[src/rtl/pipe_ctrl_if.sv]
// Pipeline control bundle: hazard/event inputs from the datapath and
// stage write-enable / flush outputs back to it.
// master = datapath side (drives events), slave = pipe_ctrl.
interface pipe_ctrl_if;
    logic [4:0]  ID_rs;
    logic [4:0]  ID_rt;
    logic        ID_RsRead;
    logic        ID_RtRead;
    logic [4:0]  EXE_Dst;
    logic        EXE_IsLoad;
    logic        EXE_IsMFC0;
    logic        EXE_DivStart;
    logic        EXE_BranchMiss;
    logic        ICache_Busy;
    logic        DCache_Busy;
    logic        MEM_ExcValid;
    logic        PC_Wr;
    logic        ID_Wr;
    logic        EXE_Wr;
    logic        MEM_Wr;
    logic        WB_Wr;
    logic        ID_Flush;
    logic        EXE_Flush;
    logic        MEM_Flush;
    logic        WB_Flush;
    logic        Div_Busy;
    logic        Div_Done;
    logic [31:0] Stall_Cnt;

    modport master (
        output ID_rs, ID_rt, ID_RsRead, ID_RtRead, EXE_Dst, EXE_IsLoad,
               EXE_IsMFC0, EXE_DivStart, EXE_BranchMiss, ICache_Busy,
               DCache_Busy, MEM_ExcValid,
        input  PC_Wr, ID_Wr, EXE_Wr, MEM_Wr, WB_Wr, ID_Flush, EXE_Flush,
               MEM_Flush, WB_Flush, Div_Busy, Div_Done, Stall_Cnt
    );

    modport slave (
        input  ID_rs, ID_rt, ID_RsRead, ID_RtRead, EXE_Dst, EXE_IsLoad,
               EXE_IsMFC0, EXE_DivStart, EXE_BranchMiss, ICache_Busy,
               DCache_Busy, MEM_ExcValid,
        output PC_Wr, ID_Wr, EXE_Wr, MEM_Wr, WB_Wr, ID_Flush, EXE_Flush,
               MEM_Flush, WB_Flush, Div_Busy, Div_Done, Stall_Cnt
    );
endinterface

[src/rtl/pipe_ctrl.sv]
// Pipeline hazard/stall controller with a 32-cycle divider sequencer.
// Resolves one event per cycle: exception > D-cache miss > divide running >
// load-use > I-cache miss > branch mispredict.
// Optional build macro PIPE_STALL_CNT_EN enables the PC-stall cycle counter;
// without it Stall_Cnt is constant zero.
module pipe_ctrl (
    input logic        clk,
    input logic        rst,
    pipe_ctrl_if.slave bus
);

    typedef enum logic [1:0] {
        IDLE     = 2'd0,
        DIV_RUN  = 2'd1,
        DIV_DONE = 2'd2
    } div_state_t;

    div_state_t state;
    logic [4:0] cnt;
    logic       div_done;
    logic       load_use;

    logic pc_wr, id_wr, exe_wr, mem_wr, wb_wr;
    logic id_flush, exe_flush, mem_flush, wb_flush;

    // Load/MFC0 result consumed by the very next instruction; r0 never hazards.
    always_comb begin
        load_use = (bus.EXE_IsLoad | bus.EXE_IsMFC0) && (bus.EXE_Dst != 5'd0) &&
                   ((bus.ID_RsRead && (bus.ID_rs == bus.EXE_Dst)) ||
                    (bus.ID_RtRead && (bus.ID_rt == bus.EXE_Dst)));
    end

    // Priority-resolved write enables and flushes for the current cycle.
    always_comb begin
        pc_wr     = 1'b1;
        id_wr     = 1'b1;
        exe_wr    = 1'b1;
        mem_wr    = 1'b1;
        wb_wr     = 1'b1;
        id_flush  = 1'b0;
        exe_flush = 1'b0;
        mem_flush = 1'b0;
        wb_flush  = 1'b0;
        if (bus.MEM_ExcValid) begin
            id_flush  = 1'b1;
            exe_flush = 1'b1;
            mem_flush = 1'b1;
            wb_flush  = 1'b1;
        end else if (bus.DCache_Busy) begin
            pc_wr    = 1'b0;
            id_wr    = 1'b0;
            exe_wr   = 1'b0;
            mem_wr   = 1'b0;
            wb_flush = 1'b1;
        end else if (state == DIV_RUN) begin
            pc_wr     = 1'b0;
            id_wr     = 1'b0;
            exe_wr    = 1'b0;
            mem_flush = 1'b1;
        end else if (load_use) begin
            pc_wr     = 1'b0;
            id_wr     = 1'b0;
            exe_flush = 1'b1;
        end else if (bus.ICache_Busy) begin
            pc_wr    = 1'b0;
            id_flush = 1'b1;
        end else if (bus.EXE_BranchMiss) begin
            id_flush = 1'b1;
        end
    end

    // Divider sequencer: 32 counted cycles (frozen while D-cache is busy),
    // one DIV_DONE cycle with a registered completion strobe; exceptions abort.
    always_ff @(posedge clk or posedge rst) begin
        if (rst) begin
            state    <= IDLE;
            cnt      <= '0;
            div_done <= 1'b0;
        end else if (bus.MEM_ExcValid) begin
            state    <= IDLE;
            cnt      <= '0;
            div_done <= 1'b0;
        end else begin
            div_done <= 1'b0;
            case (state)
                IDLE: begin
                    if (bus.EXE_DivStart) begin
                        state <= DIV_RUN;
                        cnt   <= 5'd31;
                    end
                end
                DIV_RUN: begin
                    if (!bus.DCache_Busy) begin
                        if (cnt == 5'd0) begin
                            state    <= DIV_DONE;
                            div_done <= 1'b1;
                        end else begin
                            cnt <= cnt - 5'd1;
                        end
                    end
                end
                DIV_DONE: state <= IDLE;
                default:  state <= IDLE;
            endcase
        end
    end

`ifdef PIPE_STALL_CNT_EN
    logic [31:0] stall_cnt;

    // Count cycles in which the PC is held; wraps naturally at 2^32.
    always_ff @(posedge clk or posedge rst) begin
        if (rst) begin
            stall_cnt <= '0;
        end else if (!pc_wr) begin
            stall_cnt <= stall_cnt + 32'd1;
        end
    end

    assign bus.Stall_Cnt = stall_cnt;
`else
    assign bus.Stall_Cnt = '0;
`endif

    assign bus.PC_Wr     = pc_wr;
    assign bus.ID_Wr     = id_wr;
    assign bus.EXE_Wr    = exe_wr;
    assign bus.MEM_Wr    = mem_wr;
    assign bus.WB_Wr     = wb_wr;
    assign bus.ID_Flush  = id_flush;
    assign bus.EXE_Flush = exe_flush;
    assign bus.MEM_Flush = mem_flush;
    assign bus.WB_Flush  = wb_flush;
    assign bus.Div_Busy  = (state == DIV_RUN);
    assign bus.Div_Done  = div_done;

endmodule

[src/flat_wrapper.sv]
// flat-port wrapper written by rule: the top's interface ports become plain ports
module pipe_ctrl_flat 
  (clk, rst, bus_ID_rs, bus_ID_rt, bus_ID_RsRead, bus_ID_RtRead, bus_EXE_Dst, bus_EXE_IsLoad, bus_EXE_IsMFC0, bus_EXE_DivStart, bus_EXE_BranchMiss, bus_ICache_Busy, bus_DCache_Busy, bus_MEM_ExcValid, bus_PC_Wr, bus_ID_Wr, bus_EXE_Wr, bus_MEM_Wr, bus_WB_Wr, bus_ID_Flush, bus_EXE_Flush, bus_MEM_Flush, bus_WB_Flush, bus_Div_Busy, bus_Div_Done, bus_Stall_Cnt);
  pipe_ctrl_if bus_i ();
  input logic clk;
  input logic rst;
  input wire logic [$bits(bus_i.ID_rs)-1:0] bus_ID_rs;
  input wire logic [$bits(bus_i.ID_rt)-1:0] bus_ID_rt;
  input wire logic [$bits(bus_i.ID_RsRead)-1:0] bus_ID_RsRead;
  input wire logic [$bits(bus_i.ID_RtRead)-1:0] bus_ID_RtRead;
  input wire logic [$bits(bus_i.EXE_Dst)-1:0] bus_EXE_Dst;
  input wire logic [$bits(bus_i.EXE_IsLoad)-1:0] bus_EXE_IsLoad;
  input wire logic [$bits(bus_i.EXE_IsMFC0)-1:0] bus_EXE_IsMFC0;
  input wire logic [$bits(bus_i.EXE_DivStart)-1:0] bus_EXE_DivStart;
  input wire logic [$bits(bus_i.EXE_BranchMiss)-1:0] bus_EXE_BranchMiss;
  input wire logic [$bits(bus_i.ICache_Busy)-1:0] bus_ICache_Busy;
  input wire logic [$bits(bus_i.DCache_Busy)-1:0] bus_DCache_Busy;
  input wire logic [$bits(bus_i.MEM_ExcValid)-1:0] bus_MEM_ExcValid;
  output wire logic [$bits(bus_i.PC_Wr)-1:0] bus_PC_Wr;
  output wire logic [$bits(bus_i.ID_Wr)-1:0] bus_ID_Wr;
  output wire logic [$bits(bus_i.EXE_Wr)-1:0] bus_EXE_Wr;
  output wire logic [$bits(bus_i.MEM_Wr)-1:0] bus_MEM_Wr;
  output wire logic [$bits(bus_i.WB_Wr)-1:0] bus_WB_Wr;
  output wire logic [$bits(bus_i.ID_Flush)-1:0] bus_ID_Flush;
  output wire logic [$bits(bus_i.EXE_Flush)-1:0] bus_EXE_Flush;
  output wire logic [$bits(bus_i.MEM_Flush)-1:0] bus_MEM_Flush;
  output wire logic [$bits(bus_i.WB_Flush)-1:0] bus_WB_Flush;
  output wire logic [$bits(bus_i.Div_Busy)-1:0] bus_Div_Busy;
  output wire logic [$bits(bus_i.Div_Done)-1:0] bus_Div_Done;
  output wire logic [$bits(bus_i.Stall_Cnt)-1:0] bus_Stall_Cnt;
  assign bus_i.ID_rs = bus_ID_rs;
  assign bus_i.ID_rt = bus_ID_rt;
  assign bus_i.ID_RsRead = bus_ID_RsRead;
  assign bus_i.ID_RtRead = bus_ID_RtRead;
  assign bus_i.EXE_Dst = bus_EXE_Dst;
  assign bus_i.EXE_IsLoad = bus_EXE_IsLoad;
  assign bus_i.EXE_IsMFC0 = bus_EXE_IsMFC0;
  assign bus_i.EXE_DivStart = bus_EXE_DivStart;
  assign bus_i.EXE_BranchMiss = bus_EXE_BranchMiss;
  assign bus_i.ICache_Busy = bus_ICache_Busy;
  assign bus_i.DCache_Busy = bus_DCache_Busy;
  assign bus_i.MEM_ExcValid = bus_MEM_ExcValid;
  assign bus_PC_Wr = bus_i.PC_Wr;
  assign bus_ID_Wr = bus_i.ID_Wr;
  assign bus_EXE_Wr = bus_i.EXE_Wr;
  assign bus_MEM_Wr = bus_i.MEM_Wr;
  assign bus_WB_Wr = bus_i.WB_Wr;
  assign bus_ID_Flush = bus_i.ID_Flush;
  assign bus_EXE_Flush = bus_i.EXE_Flush;
  assign bus_MEM_Flush = bus_i.MEM_Flush;
  assign bus_WB_Flush = bus_i.WB_Flush;
  assign bus_Div_Busy = bus_i.Div_Busy;
  assign bus_Div_Done = bus_i.Div_Done;
  assign bus_Stall_Cnt = bus_i.Stall_Cnt;
  pipe_ctrl u_core (.clk(clk), .rst(rst), .bus(bus_i));
endmodule
[config.mk]
export PLATFORM = sky130hd
export DESIGN_NAME = pipe_ctrl_flat
export DESIGN_NICKNAME = d
export VERILOG_FILES = /design/src/rtl/pipe_ctrl_if.sv /design/src/rtl/pipe_ctrl.sv /design/src/flat_wrapper.sv
export SDC_FILE = /design/constraint.sdc
export NUM_CORES = 1
export LEC_CHECK = 0
export BUFFER_PORTS_ARGS = -buffer_cell sky130_fd_sc_hd__buf_2
export CORE_ASPECT_RATIO = 1.4
export CORE_UTILIZATION = 40
export DETAILED_ROUTE_END_ITERATION = 10
export MAX_ROUTING_LAYER = met4
export PLACE_DENSITY_LB_ADDON = 0.25
export SETUP_SLACK_MARGIN = 0.5
export SLEW_MARGIN = 20
export SYNTH_ARGS = -nofsm -noshare
export SYNTH_HDL_FRONTEND = slang
export SYNTH_SLANG_ARGS = --single-unit
[constraint.sdc]
create_clock -name clk -period 1.87 [get_ports clk]
set_input_delay 0.374 -clock clk [delete_from_list [all_inputs] [get_ports clk]]
set_output_delay 0.374 -clock clk [all_outputs]
set_load 0.05 [all_outputs]
==> flow_summary.html, run 1 <==
<table>
<tr><th>Metric</th><th>Value</th></tr>
<tr><th colspan="2">Worst setup path</th></tr>
<tr><td>Critical-path cell with the highest stage delay</td><td>sky130_fd_sc_hd__or4_4</td></tr>
<tr><td>Setup crit start kind</td><td>primary input</td></tr>
<tr><td>Arrival time at the worst endpoint</td><td>1620 ps</td></tr>
<tr><td>Launching point of the worst reg2reg path</td><td>u_core.cnt[0]</td></tr>
<tr><td>Critical path endpoint category</td><td>primary output</td></tr>
<tr><td>Slowest cell delay on critical path</td><td>540 ps</td></tr>
<tr><td>Required time at the worst-slack endpoint</td><td>1500 ps</td></tr>
<tr><td>Cell breakdown of the critical path</td><td>buf_6 &gt; or4_4 &gt; o22ai_4 &gt; nor2_4 &gt; a211oi_4 &gt; buf_6</td></tr>
<tr><td>Highest net fanout along the worst path</td><td>3</td></tr>
<tr><td>Critical setup path kind</td><td>in -&gt; out</td></tr>
<tr><td>CP most frequent cell</td><td>sky130_fd_sc_hd__buf_6</td></tr>
<tr><td>Critical Path Start</td><td>bus_EXE_Dst[1]</td></tr>
<tr><th colspan="2">Floorplan</th></tr>
<tr><td>Number of top-level pins</td><td>69</td></tr>
<tr><td>Y dimension of the die</td><td>59.8 um</td></tr>
<tr><td>Core region area</td><td>2200 um2</td></tr>
<tr><td>Area enclosed by the die boundary</td><td>2590 um2</td></tr>
<tr><td>Number of cell rows</td><td>20</td></tr>
<tr><td>Starting density of the core</td><td>43.4%</td></tr>
<tr><td>Die extent in x</td><td>43.3 um</td></tr>
<tr><th colspan="2">Drt</th></tr>
<tr><td>DRT met1 WL</td><td>886 um</td></tr>
<tr><td>Uppermost layer routed</td><td>met4</td></tr>
<tr><td>Length of the first detailed-routing pass in iterations</td><td>4</td></tr>
<tr><td>Total length of routed met3 wires</td><td>136 um</td></tr>
<tr><td>Vias per Instance</td><td>4.70</td></tr>
<tr><td>Post-route DRC</td><td>0</td></tr>
<tr><td>Average wire length per cell after detail routing</td><td>12.7 um</td></tr>
<tr><td>Routed wire length on met2</td><td>1.35 mm</td></tr>
<tr><td>Remaining antenna violation count</td><td>0</td></tr>
<tr><td>Total vias in the final route</td><td>893</td></tr>
<tr><td>Routed Wire Length</td><td>2.41 mm</td></tr>
<tr><td>DRC marker count from the first detailed-route iteration</td><td>4</td></tr>
<tr><th colspan="2">GRT</th></tr>
<tr><td>First-pass GRT wire length</td><td>3.46 mm</td></tr>
<tr><td>Number of global-route vias before repair</td><td>814</td></tr>
<tr><td>Number of antenna violations at the first check in global routing</td><td>0</td></tr>
<tr><td>Total gr overflow</td><td>0</td></tr>
<tr><td>Maximum number of pins on one net before global-route repair</td><td>11</td></tr>
<tr><td>Combined global-route utilization of all metal layers</td><td>18.4%</td></tr>
<tr><th colspan="2">Outcome</th></tr>
<tr><td>Run status</td><td>finished, violations left</td></tr>
<tr><td>Violated checks</td><td>setup timing</td></tr>
<tr><th colspan="2">Pwr</th></tr>
<tr><td>Post-layout total power</td><td>909 uW</td></tr>
<tr><td>Worst IR Drop VDD</td><td>0.403 mV</td></tr>
<tr><td>Pleak</td><td>0.000698 uW</td></tr>
<tr><td>Power density of the placed cells</td><td>625 nW/um2</td></tr>
<tr><th colspan="2">Logic synthesis</th></tr>
<tr><td>Post-Synth XOR/XNOR Area</td><td>9.16%</td></tr>
<tr><td>Yosys synthesis warning count</td><td>0</td></tr>
<tr><td>Cell count after synthesis</td><td>115</td></tr>
<tr><td>Adder and majority gate portion of the synthesized area</td><td>2.62%</td></tr>
<tr><td>Portion of the post-synthesis area used by sequential elements</td><td>20.9%</td></tr>
<tr><td>Compound-gate portion of the synthesized area</td><td>15.3%</td></tr>
<tr><td>Cells taking the most area after synthesis</td><td>sky130_fd_sc_hd__buf_4, sky130_fd_sc_hd__dfrtp_1, sky130_fd_sc_hd__xnor2_1, sky130_fd_sc_hd__inv_1, sky130_fd_sc_hd__a21oi_1</td></tr>
<tr><td>Post-synthesis instance area</td><td>956 um2</td></tr>
<tr><td>Top-area cell type share of the netlist area</td><td>25.9%</td></tr>
<tr><td>Multiplexer area fraction after synthesis</td><td>0%</td></tr>
<tr><td>Dominant cell type by area after synthesis</td><td>sky130_fd_sc_hd__buf_4</td></tr>
<tr><td>Synthesized area per cell</td><td>8.31 um2</td></tr>
<tr><td>Largest family of logic cells by synthesized area</td><td>buffers and inverters</td></tr>
<tr><td>FF+latch count, synth</td><td>8</td></tr>
<tr><td>Unique masters post-synth</td><td>35</td></tr>
<tr><td>Simple-gate area share of the yosys netlist</td><td>20.4%</td></tr>
<tr><th colspan="2">Min path</th></tr>
<tr><td>Class of the tightest hold or removal check</td><td>in -&gt; async</td></tr>
<tr><th colspan="2">CTS</th></tr>
<tr><td>CTS tree</td><td>done</td></tr>
<tr><td>Clock latency at the later pin of the worst-skew pair</td><td>250 ps</td></tr>
<tr><td>Worst-path clk slew</td><td>50 ps</td></tr>
<tr><td>Number of buffers inserted during clock tree synthesis</td><td>3</td></tr>
<tr><td>Hold_buf cts</td><td>0</td></tr>
<tr><td>Root cell of the clock tree</td><td>sky130_fd_sc_hd__clkbuf_4</td></tr>
<tr><td>Longest Clk Path Bufs</td><td>2</td></tr>
<tr><td>Total number of H-tree levels</td><td>1</td></tr>
<tr><td>Number of clock sinks seen by CTS</td><td>8</td></tr>
<tr><th colspan="2">Timing</th></tr>
<tr><td>Unrepaired setup endpoints after global routing</td><td>yes</td></tr>
<tr><td>Worst Hold Margin</td><td>56.1 ps</td></tr>
<tr><td>Setup slack after layout</td><td>-123 ps</td></tr>
<tr><td>Final hold violation count</td><td>0</td></tr>
<tr><td>Fin crit share</td><td>107%</td></tr>
<tr><td>Final-report max-slew violation count</td><td>0</td></tr>
<tr><td>Final-report setup violation count</td><td>4</td></tr>
<tr><td>Min Tclk post-route</td><td>1990 ps</td></tr>
<tr><td>Highest achievable clock rate</td><td>502 MHz</td></tr>
<tr><td>Clock Skew</td><td>0.772 ps</td></tr>
<tr><th colspan="2">Layout</th></tr>
<tr><td>Layout cell share with drive strength beyond 1</td><td>54.8%</td></tr>
<tr><td>Area added between synthesis and finish</td><td>52.0%</td></tr>
<tr><td>Final Net Count</td><td>198</td></tr>
<tr><td>Count of antenna diodes in the layout</td><td>0</td></tr>
<tr><th colspan="2">Place</th></tr>
<tr><td>IO buf count</td><td>35</td></tr>
<tr><td>Routability congestion estimate</td><td>0.890</td></tr>
<tr><td>Estimated wirelength of the detail-placed design</td><td>1.70 mm</td></tr>
<tr><th colspan="2">Flow run</th></tr>
<tr><td>Count of maximum capacitance violations</td><td>0</td></tr>
</table>
layer usage:
layer,up-vias,global-route usage [%]
met5,-,-
met4,0,8.66
met3,4,2.11
met2,46,35.4
met1,407,17.7
li1,436,-
cell usage after synthesis (all sizes together):
cell type / n
nor3: 5
nor3b: 3
nand3: 1
dfrtp: 8
a31oi: 1
and2: 1
nand2: 4
a21o: 1
inv: 7
o21bai: 1
or4: 1
o211a: 1
nor4b: 1
nand2b: 2
o31ai: 1
or4b: 1
or2: 1
and3: 1
a211oi: 3
nand4: 2
xnor2: 10
nor2: 4
conb: 2
o41ai: 1
a21oi: 5
nor4: 4
o22ai: 4
clkbuf: 1
a311oi: 1
ha: 2
buf: 35
layout make-up:
type                    instances  area (um2)
repair buffers                 55         409
multi-input cells              95         763
fillers                       174         749
flip-flops and latches          8         200
clock buffers                   3        22.5
well taps                      22        27.5
inverters                       7        30.0
layout by cell type, fill, tap and decap left out, types with 2 or more instances in the layout:
master | synthesis | layout
sky130_fd_sc_hd__a211oi_2 | 1 | 2
sky130_fd_sc_hd__a21oi_1 | 5 | 2
sky130_fd_sc_hd__a21oi_2 | 0 | 2
sky130_fd_sc_hd__buf_2 | 1 | 24
sky130_fd_sc_hd__buf_4 | 33 | 18
sky130_fd_sc_hd__buf_6 | 1 | 9
sky130_fd_sc_hd__buf_8 | 0 | 3
sky130_fd_sc_hd__clkbuf_4 | 0 | 4
sky130_fd_sc_hd__conb_1 | 2 | 33
sky130_fd_sc_hd__dfrtp_1 | 8 | 8
sky130_fd_sc_hd__inv_1 | 7 | 3
sky130_fd_sc_hd__inv_2 | 0 | 3
sky130_fd_sc_hd__nand2_1 | 4 | 3
sky130_fd_sc_hd__nand2b_1 | 2 | 2
sky130_fd_sc_hd__nand4_1 | 2 | 2
sky130_fd_sc_hd__nor2_2 | 0 | 2
sky130_fd_sc_hd__nor3_1 | 5 | 3
sky130_fd_sc_hd__nor3_2 | 0 | 2
sky130_fd_sc_hd__nor3b_1 | 3 | 3
sky130_fd_sc_hd__nor4_2 | 0 | 2
sky130_fd_sc_hd__o22ai_2 | 2 | 2
sky130_fd_sc_hd__o22ai_4 | 0 | 2
sky130_fd_sc_hd__xnor2_1 | 10 | 8
sky130_fd_sc_hd__xnor2_2 | 0 | 2
sequential cells by signal (all words and copies together) (netlist names):
signal / count
u_core.bus.Div_Done: 1
u_core.state: 2
u_core.cnt: 5
worst max-delay path, delay by kind of cell:
| family | cells | cell delay, ps |
|---|---|---|
| buffers and inverters | 2 | 270 |
| AND/OR/NAND/NOR | 2 | 600 |
| AO/OA/AOI/OAI | 2 | 360 |
report_power, final:
part | total [uW] | leakage, uW | switching [uW] | internal [uW]
clock | 134 | 0.0000138 | 60.6 | 73.6
combinational | 559 | 0.000579 | 359 | 200
sequential | 215 | 0.000105 | 25.5 | 190
cells by family after synthesis:
logic type / Yosys count
flops: 8
simple gates: 31
other cells: 2
fa+ha+maj: 2
buf+inv: 43
compound gates: 19
xor+xnor: 10
path summary, 6_finish.rpt:
path | slack [ps] | cells past startpoint | to
max in group asynchronous | 1580 | 2 | u_core.cnt[2]
worst min register to register | 640 | 2 | u_core.cnt[0]
worst max-delay path | -120 | 6 | bus_ID_Flush
worst max register to register | 320 | 6 | u_core.cnt[1]
min in group clk | 390 | 2 | u_core.state[1]
worst min-delay path | 60 | 2 | u_core.state[0]
through the flow:
stage	worst slack [ps]	util (%)	TNS [ps]	instance area [um2]	cells
6_report	-123	66.0	-333	1450	190
2_1_floorplan	-165	-	-421	1130	146
5_1_grt	-162	66.0	-545	1450	190
3_5_place_dp	-230	51.8	-715	1140	177
3_3_place_gp	-219	51.8	-660	1140	177
4_1_cts	-138	60.3	-349	1330	185
what timing repair did:
item,in CTS,in global routing
pin swaps,10,6
resized for setup,33,16
endpoints found under the setup margin,16,16
setup buffers,5,5
(Power assumes the default switching activity.)
==> run 2: changes to the inputs <==
--- a/config.mk
+++ b/config.mk
@@ -16,3 +16,4 @@
 export SYNTH_ARGS = -nofsm -noshare
 export SYNTH_HDL_FRONTEND = slang
 export SYNTH_SLANG_ARGS = --single-unit
+export TNS_END_PERCENT = 50
==> flow_summary.html, run 2 (same netlist as run 1, synthesis figures left out) <==
<table>
<tr><th>Metric</th><th>Value</th></tr>
<tr><th colspan="2">Worst setup path</th></tr>
<tr><td>Critical-path cell with the highest stage delay</td><td>sky130_fd_sc_hd__or4_4</td></tr>
<tr><td>Highest net fanout along the worst path</td><td>3 (unchanged)</td></tr>
<tr><td>Arrival time at the worst endpoint</td><td>1640 ps (+20 ps)</td></tr>
<tr><td>CP most frequent cell</td><td>sky130_fd_sc_hd__buf_6</td></tr>
<tr><td>Critical path endpoint category</td><td>primary output</td></tr>
<tr><td>Cell breakdown of the critical path</td><td>buf_6 &gt; or4_4 &gt; o22ai_4 &gt; nor3_1 &gt; a21o_2 &gt; buf_6</td></tr>
<tr><td>Critical setup path kind</td><td>in -&gt; out</td></tr>
<tr><td>Gate family responsible for the most delay along the worst path</td><td>simple AND/OR/NAND/NOR gates</td></tr>
<tr><td>Number of gates on the worst path with buffers counted</td><td>6 (unchanged)</td></tr>
<tr><td>Setup crit start kind</td><td>primary input</td></tr>
<tr><td>Required time at the worst-slack endpoint</td><td>1500 ps (about the same)</td></tr>
<tr><td>Buffers and inverters on the worst path</td><td>2 (unchanged)</td></tr>
<tr><td>Slowest cell delay on critical path</td><td>540 ps (about the same)</td></tr>
<tr><td>Cell depth of the worst flop-to-flop path</td><td>6 (unchanged)</td></tr>
<tr><th colspan="2">Pwr</th></tr>
<tr><td>Reported net switching power</td><td>438 uW (-1.7%)</td></tr>
<tr><td>Relative contribution of combinational cells to total power</td><td>61.0% (-0.5 points)</td></tr>
<tr><td>Relative contribution of sequential cells to total power</td><td>24.5% (+0.8 points)</td></tr>
<tr><td>Worst IR Drop VDD</td><td>0.355 mV (-12%)</td></tr>
<tr><td>Proportion of power drawn by the clock network</td><td>14.5% (-0.3 points)</td></tr>
<tr><td>Internal cell power</td><td>462 uW (-0.28%)</td></tr>
<tr><td>Switching share of power</td><td>48.7% (-0.36 points)</td></tr>
<tr><td>Power density of the placed cells</td><td>639 nW/um2 (+2.1%)</td></tr>
<tr><td>Pleak</td><td>0.000670 uW (-3.9%)</td></tr>
<tr><th colspan="2">Layout</th></tr>
<tr><td>Fin cells</td><td>188 (-1.1%)</td></tr>
<tr><td>Count of antenna diodes in the layout</td><td>0 (unchanged)</td></tr>
<tr><td>Layout cell share with drive strength beyond 1</td><td>52.4% (-2.4 points)</td></tr>
<tr><td>Core utilization of the finished layout</td><td>64.0% (-2.0 points)</td></tr>
<tr><td>Area added between synthesis and finish</td><td>47.4%</td></tr>
<tr><td>Most used cells in the layout excluding fill and tap cells</td><td>sky130_fd_sc_hd__conb_1, sky130_fd_sc_hd__buf_2, sky130_fd_sc_hd__buf_4</td></tr>
<tr><td>Register name with the most flops</td><td>u_core.cnt</td></tr>
<tr><td>Max FFs per register</td><td>5 (unchanged)</td></tr>
<tr><td>Most common library cell in the layout ignoring fill and taps</td><td>sky130_fd_sc_hd__conb_1</td></tr>
<tr><td>Final Net Count</td><td>196 (-1.0%)</td></tr>
<tr><th colspan="2">Floorplan</th></tr>
<tr><td>Number of cell rows</td><td>20 (unchanged)</td></tr>
<tr><td>Number of top-level pins</td><td>69 (unchanged)</td></tr>
<tr><td>Core region area</td><td>2200 um2 (unchanged)</td></tr>
<tr><td>Starting density of the core</td><td>43.4% (unchanged)</td></tr>
<tr><td>Y dimension of the die</td><td>59.8 um (unchanged)</td></tr>
<tr><td>Die extent in x</td><td>43.3 um (unchanged)</td></tr>
<tr><td>Area enclosed by the die boundary</td><td>2590 um2 (unchanged)</td></tr>
<tr><th colspan="2">CTS</th></tr>
<tr><td>Longest Clk Path Bufs</td><td>2 (unchanged)</td></tr>
<tr><td>Total number of H-tree levels</td><td>1 (unchanged)</td></tr>
<tr><td>Clock latency at the later pin of the worst-skew pair</td><td>260 ps (about the same)</td></tr>
<tr><td>CTS tree</td><td>done</td></tr>
<tr><td>Root cell of the clock tree</td><td>sky130_fd_sc_hd__clkbuf_4</td></tr>
<tr><td>Number of buffers inserted during clock tree synthesis</td><td>3 (unchanged)</td></tr>
<tr><td>Worst-path clk slew</td><td>50 ps (about the same)</td></tr>
<tr><td>Hold_buf cts</td><td>0 (unchanged)</td></tr>
<tr><td>Number of clock sinks seen by CTS</td><td>8 (unchanged)</td></tr>
<tr><th colspan="2">Timing</th></tr>
<tr><td>Clock Skew</td><td>4.32 ps (+3.55 ps)</td></tr>
<tr><td>Fin crit share</td><td>107% (+0.86 points)</td></tr>
<tr><td>Final hold violation count</td><td>0 (unchanged)</td></tr>
<tr><td>Unrepaired setup endpoints after global routing</td><td>yes</td></tr>
<tr><td>Setup slack after layout</td><td>-139 ps (-16.0 ps)</td></tr>
<tr><td>Total negative slack</td><td>-368 ps (-34.9 ps)</td></tr>
<tr><td>Final-report setup violation count</td><td>4 (unchanged)</td></tr>
<tr><td>Final-report max-slew violation count</td><td>0 (unchanged)</td></tr>
<tr><td>Worst Hold Margin</td><td>41.2 ps (-14.9 ps)</td></tr>
<tr><td>Highest achievable clock rate</td><td>498 MHz (-0.80%)</td></tr>
<tr><td>Min Tclk post-route</td><td>2010 ps (+16.0 ps)</td></tr>
<tr><th colspan="2">GRT</th></tr>
<tr><td>Number of antenna violations at the first check in global routing</td><td>0 (unchanged)</td></tr>
<tr><td>First-pass GRT wire length</td><td>3.26 mm (-5.6%)</td></tr>
<tr><td>Number of global-route vias before repair</td><td>803 (-1.4%)</td></tr>
<tr><td>Maximum number of pins on one net before global-route repair</td><td>11 (unchanged)</td></tr>
<tr><td>Combined global-route utilization of all metal layers</td><td>17.5% (-0.87 points)</td></tr>
<tr><td>Total gr overflow</td><td>0 (unchanged)</td></tr>
<tr><th colspan="2">Drt</th></tr>
<tr><td>Average wire length per cell after detail routing</td><td>12.1 um (-4.3%)</td></tr>
<tr><td>Remaining antenna violation count</td><td>0 (unchanged)</td></tr>
<tr><td>Vias per Instance</td><td>4.83 (+2.8%)</td></tr>
<tr><td>Post-route DRC</td><td>0 (unchanged)</td></tr>
<tr><td>Length of the first detailed-routing pass in iterations</td><td>4 (unchanged)</td></tr>
<tr><td>DRC marker count from the first detailed-route iteration</td><td>13 (+9)</td></tr>
<tr><td>Routed Wire Length</td><td>2.28 mm (-5.3%)</td></tr>
<tr><td>Total vias in the final route</td><td>908 (+1.7%)</td></tr>
<tr><th colspan="2">Place</th></tr>
<tr><td>Placed cell count</td><td>175 (-1.1%)</td></tr>
<tr><td>Estimated wirelength of the detail-placed design</td><td>1.64 mm (-3.7%)</td></tr>
<tr><td>IO buf count</td><td>35 (unchanged)</td></tr>
<tr><td>Routability congestion estimate</td><td>0.881 (-1.0%)</td></tr>
<tr><th colspan="2">Flow run</th></tr>
<tr><td>Count of maximum capacitance violations</td><td>0 (unchanged)</td></tr>
<tr><th colspan="2">Outcome</th></tr>
<tr><td>Violated checks</td><td>setup timing</td></tr>
<tr><td>Run status</td><td>finished, violations left</td></tr>
<tr><th colspan="2">Min path</th></tr>
<tr><td>Class of the tightest hold or removal check</td><td>in -&gt; async</td></tr>
</table>
## run 2: path summary, 6_finish.rpt
kind | start | end | slack [ps]
setup reg to reg | u_core.cnt[0] | u_core.cnt[1] | 240
setup / recovery | bus_EXE_Dst[1] | bus_EXE_Flush | -140
min in group clk | bus_DCache_Busy | u_core.bus.Div_Done | 390
hold / removal | rst | u_core.bus.Div_Done | 40
hold reg to reg | u_core.state[1] | u_core.state[0] | 550
max in group asynchronous | rst | u_core.cnt[0] | 1580
## run 2: power groups by stage
stage	Combinational, uW	Sequential (uW)	Clock, uW
floorplan	404	212	0
global placement	423	217	0
detailed placement	427	218	0
CTS	488	216	130
global route	581	223	143
finish	549	221	130
## run 2: area by class of cell
cell class	instances	area, um2
tap	22	27.5
fill	175	793
multi-input combinational	95	734
sequential	8	201
inverter	7	30.0
timing repair buffer	53	393
clock buffer	3	22.5
## run 2: timing repair
item / CTS / global route
pin swaps: 12 / 7
resized for setup: 35 / 12
setup endpoints to repair: 16 / 15
buffers inserted: 4 / 6
## run 2: per-layer routing
| layer | track usage [%] | wire length [um] | vias up |
|---|---|---|---|
| li1 | - | - | 434 |
| met1 | 16.5 | 797 | 419 |
| met2 | 31.3 | 1300 | 48 |
| met3 | 2.72 | 115 | 7 |
| met4 | 13.0 | 66 | 0 |
| met5 | - | 0 | - |
## run 2: stage by stage
stage / area, um2 / worst slack (ps) / total power, uW
after floorplan: 1130 / -165 / 616
after global placement: 1120 / -231 / 640
after detailed placement: 1120 / -245 / 645
after CTS: 1300 / -146 / 834
after global routing: 1410 / -178 / 946
final: 1410 / -139 / 900
==> run 3: changes to the inputs <==
--- a/config.mk
+++ b/config.mk
@@ -6,8 +6,10 @@
 export NUM_CORES = 1
 export LEC_CHECK = 0
 export BUFFER_PORTS_ARGS = -buffer_cell sky130_fd_sc_hd__buf_2
-export CORE_ASPECT_RATIO = 1.4
-export CORE_UTILIZATION = 40
+export CELL_PAD_IN_SITES_DETAIL_PLACEMENT = 1
+export CELL_PAD_IN_SITES_GLOBAL_PLACEMENT = 2
+export CORE_ASPECT_RATIO = 0.9
+export CORE_UTILIZATION = 20
 export DETAILED_ROUTE_END_ITERATION = 10
 export MAX_ROUTING_LAYER = met4
 export PLACE_DENSITY_LB_ADDON = 0.25
==> flow_summary.html, run 3 (same netlist as run 1, synthesis figures left out) <==
<table>
<tr><th>Metric</th><th>Value</th></tr>
<tr><th colspan="2">Floorplan</th></tr>
<tr><td>Number of cell rows</td><td>23 (+15%)</td></tr>
<tr><td>Area enclosed by the die boundary</td><td>5060 um2 (+95%)</td></tr>
<tr><td>Starting density of the core</td><td>21.2% (-22 points)</td></tr>
<tr><td>Die extent in x</td><td>74.9 um (+73%)</td></tr>
<tr><td>Core region area</td><td>4520 um2 (+110%)</td></tr>
<tr><td>Number of top-level pins</td><td>69 (unchanged)</td></tr>
<tr><td>Y dimension of the die</td><td>67.6 um (+13%)</td></tr>
<tr><th colspan="2">Worst setup path</th></tr>
<tr><td>CP most frequent cell</td><td>sky130_fd_sc_hd__buf_6</td></tr>
<tr><td>Cell depth of the worst flop-to-flop path</td><td>8 (+2)</td></tr>
<tr><td>Flop-to-flop setup slack</td><td>330 ps (+90 ps)</td></tr>
<tr><td>FF-to-FF End</td><td>u_core.cnt[2]</td></tr>
<tr><td>Slowest cell delay on critical path</td><td>540 ps (about the same)</td></tr>
<tr><td>Critical-path cell with the highest stage delay</td><td>sky130_fd_sc_hd__or4_4</td></tr>
<tr><td>Required time at the worst-slack endpoint</td><td>1500 ps (about the same)</td></tr>
<tr><td>Buffers and inverters on the worst path</td><td>2 (unchanged)</td></tr>
<tr><td>Arrival time at the worst endpoint</td><td>1660 ps (+20 ps)</td></tr>
<tr><td>Critical Path Start</td><td>bus_EXE_Dst[1]</td></tr>
<tr><td>Gate family responsible for the most delay along the worst path</td><td>simple AND/OR/NAND/NOR gates</td></tr>
<tr><td>Critical path endpoint category</td><td>primary output</td></tr>
<tr><td>Cell breakdown of the critical path</td><td>buf_6 &gt; or4_4 &gt; o22ai_4 &gt; nor2_4 &gt; a211oi_4 &gt; buf_6</td></tr>
<tr><td>Setup crit start kind</td><td>primary input</td></tr>
<tr><td>Launching point of the worst reg2reg path</td><td>u_core.cnt[0]</td></tr>
<tr><td>Highest net fanout along the worst path</td><td>3 (unchanged)</td></tr>
<tr><td>Critical setup path kind</td><td>in -&gt; out</td></tr>
<tr><th colspan="2">CTS</th></tr>
<tr><td>Number of clock sinks seen by CTS</td><td>8 (unchanged)</td></tr>
<tr><td>Worst-path clk slew</td><td>40 ps (about the same)</td></tr>
<tr><td>CTS tree</td><td>done</td></tr>
<tr><td>Hold_buf cts</td><td>0 (unchanged)</td></tr>
<tr><td>Total number of H-tree levels</td><td>1 (unchanged)</td></tr>
<tr><td>Longest Clk Path Bufs</td><td>2 (unchanged)</td></tr>
<tr><td>Number of buffers inserted during clock tree synthesis</td><td>3 (unchanged)</td></tr>
<tr><td>Root cell of the clock tree</td><td>sky130_fd_sc_hd__clkbuf_8</td></tr>
<tr><td>Clock latency at the later pin of the worst-skew pair</td><td>230 ps (-30 ps)</td></tr>
<tr><th colspan="2">Outcome</th></tr>
<tr><td>Run status</td><td>finished, violations left</td></tr>
<tr><td>Violated checks</td><td>setup timing</td></tr>
<tr><th colspan="2">Drt</th></tr>
<tr><td>Remaining antenna violation count</td><td>0 (unchanged)</td></tr>
<tr><td>Length of the first detailed-routing pass in iterations</td><td>4 (unchanged)</td></tr>
<tr><td>Routed Wire Length</td><td>2.87 mm (+26%)</td></tr>
<tr><td>Post-route DRC</td><td>0 (unchanged)</td></tr>
<tr><td>DRC marker count from the first detailed-route iteration</td><td>16 (+3)</td></tr>
<tr><td>Vias per Instance</td><td>3.94 (-18%)</td></tr>
<tr><td>Total vias in the final route</td><td>919 (+1.2%)</td></tr>
<tr><td>Average wire length per cell after detail routing</td><td>12.3 um (+1.7%)</td></tr>
<tr><th colspan="2">Timing</th></tr>
<tr><td>Final hold violation count</td><td>0 (unchanged)</td></tr>
<tr><td>Final-report setup violation count</td><td>4 (unchanged)</td></tr>
<tr><td>Setup slack after layout</td><td>-168 ps (-28.4 ps)</td></tr>
<tr><td>Unrepaired setup endpoints after global routing</td><td>yes</td></tr>
<tr><td>Clock Skew</td><td>1.40 ps (-2.92 ps)</td></tr>
<tr><td>Fin crit share</td><td>109% (+1.5 points)</td></tr>
<tr><td>Final-report max-slew violation count</td><td>0 (unchanged)</td></tr>
<tr><td>Total negative slack</td><td>-545 ps (-178 ps)</td></tr>
<tr><td>Min Tclk post-route</td><td>2040 ps (+28.4 ps)</td></tr>
<tr><td>Highest achievable clock rate</td><td>491 MHz (-1.4%)</td></tr>
<tr><th colspan="2">GRT</th></tr>
<tr><td>Total gr overflow</td><td>0 (unchanged)</td></tr>
<tr><td>First-pass GRT wire length</td><td>4.36 mm (+34%)</td></tr>
<tr><td>Number of global-route vias before repair</td><td>884 (+10%)</td></tr>
<tr><td>Combined global-route utilization of all metal layers</td><td>11.8% (-5.7 points)</td></tr>
<tr><td>Number of antenna violations at the first check in global routing</td><td>0 (unchanged)</td></tr>
<tr><td>Maximum number of pins on one net before global-route repair</td><td>17 (+6)</td></tr>
<tr><th colspan="2">Flow run</th></tr>
<tr><td>Count of maximum capacitance violations</td><td>0 (unchanged)</td></tr>
<tr><th colspan="2">Place</th></tr>
<tr><td>Estimated wirelength of the detail-placed design</td><td>2.09 mm (+28%)</td></tr>
<tr><td>IO buf count</td><td>35 (unchanged)</td></tr>
<tr><td>Minimum setup slack after placement</td><td>-271 ps (-25.9 ps)</td></tr>
<tr><td>Routability congestion estimate</td><td>0.781 (-11%)</td></tr>
<tr><th colspan="2">Layout</th></tr>
<tr><td>Max FFs per register</td><td>5 (unchanged)</td></tr>
<tr><td>Area added between synthesis and finish</td><td>65.4%</td></tr>
<tr><td>Final Net Count</td><td>201 (+2.6%)</td></tr>
<tr><td>Register name with the most flops</td><td>u_core.cnt</td></tr>
<tr><td>Count of antenna diodes in the layout</td><td>0 (unchanged)</td></tr>
<tr><td>Most common library cell in the layout ignoring fill and taps</td><td>sky130_fd_sc_hd__conb_1</td></tr>
<tr><td>Layout cell share with drive strength beyond 1</td><td>57.9% (+5.5 points)</td></tr>
<tr><td>Number of inserted filler cells in the final layout</td><td>553 (+220%)</td></tr>
<tr><td>Most used cells in the layout excluding fill and tap cells</td><td>sky130_fd_sc_hd__conb_1, sky130_fd_sc_hd__buf_2, sky130_fd_sc_hd__buf_4</td></tr>
<tr><th colspan="2">Pwr</th></tr>
<tr><td>Worst IR Drop VDD</td><td>0.284 mV (-20%)</td></tr>
<tr><td>Pleak</td><td>0.000712 uW (+6.3%)</td></tr>
<tr><td>Power density of the placed cells</td><td>645 nW/um2 (+0.95%)</td></tr>
<tr><th colspan="2">Min path</th></tr>
<tr><td>Class of the tightest hold or removal check</td><td>in -&gt; async</td></tr>
</table>
-- run 3: changes by cell type in the layout (fill, tap and decap cells not counted), sizes merged --
cell	change
buf	+5
-- run 3: routing by layer --
layer / share of wire, % / wire, um / up-vias / track usage [%]
li1: - / - / 442 / -
met1: 37 / 1060 / 433 / 12.8
met2: 58 / 1660 / 44 / 22.7
met3: 5.3 / 153 / 0 / 2.69
met4: 0 / 0 / 0 / 0.708
met5: 0 / 0 / - / -
-- run 3: area by class of cell --
type | count | area, um2 | area share [%]
Sequential cell | 8 | 200 | 12.7
Inverter | 7 | 30.0 | 1.90
Timing Repair Buffer | 58 | 435 | 27.5
Tap cell | 62 | 77.6 | 4.91
Clock buffer | 3 | 41.3 | 2.61
Multi-Input combinational cell | 95 | 797 | 50.4
-- run 3: how the worst max path moves through the flow --
stage                        end  depth (start not counted)
global route        bus_ID_Flush                          6
global placement    bus_ID_Flush                          6
detailed placement  bus_ID_Flush                          6
floorplan           bus_ID_Flush                          5
CTS                 bus_ID_Flush                          6
finish              bus_ID_Flush                          6
-- run 3: metrics by stage --
stage	utilization (%)	hold WS [ps]	instances	instance area [um2]	total power, uW
floorplan	-	190	146	1130	616
global placement	26.3	342	217	1190	650
detailed placement	26.3	347	217	1190	656
CTS	31.6	106	229	1430	951
global route	35.0	118	233	1580	1070
finish	35.0	90.3	233	1580	1020
-- run 3: report_power, final --
| group | internal, uW | leakage, uW | switching, uW |
|---|---|---|---|
| registers | 190 | 0.000105 | 31.0 |
| logic | 219 | 0.000586 | 368 |
| clock network | 140 | 0.0000216 | 70.5 |
| total | 550 | 0.000712 | 470 |
-- run 3: timing repair --
item	4_1_cts	5_1_grt
pin swaps	9	11
buffers inserted	9	4
setup endpoints to repair	17	16
gates resized for setup	35	24
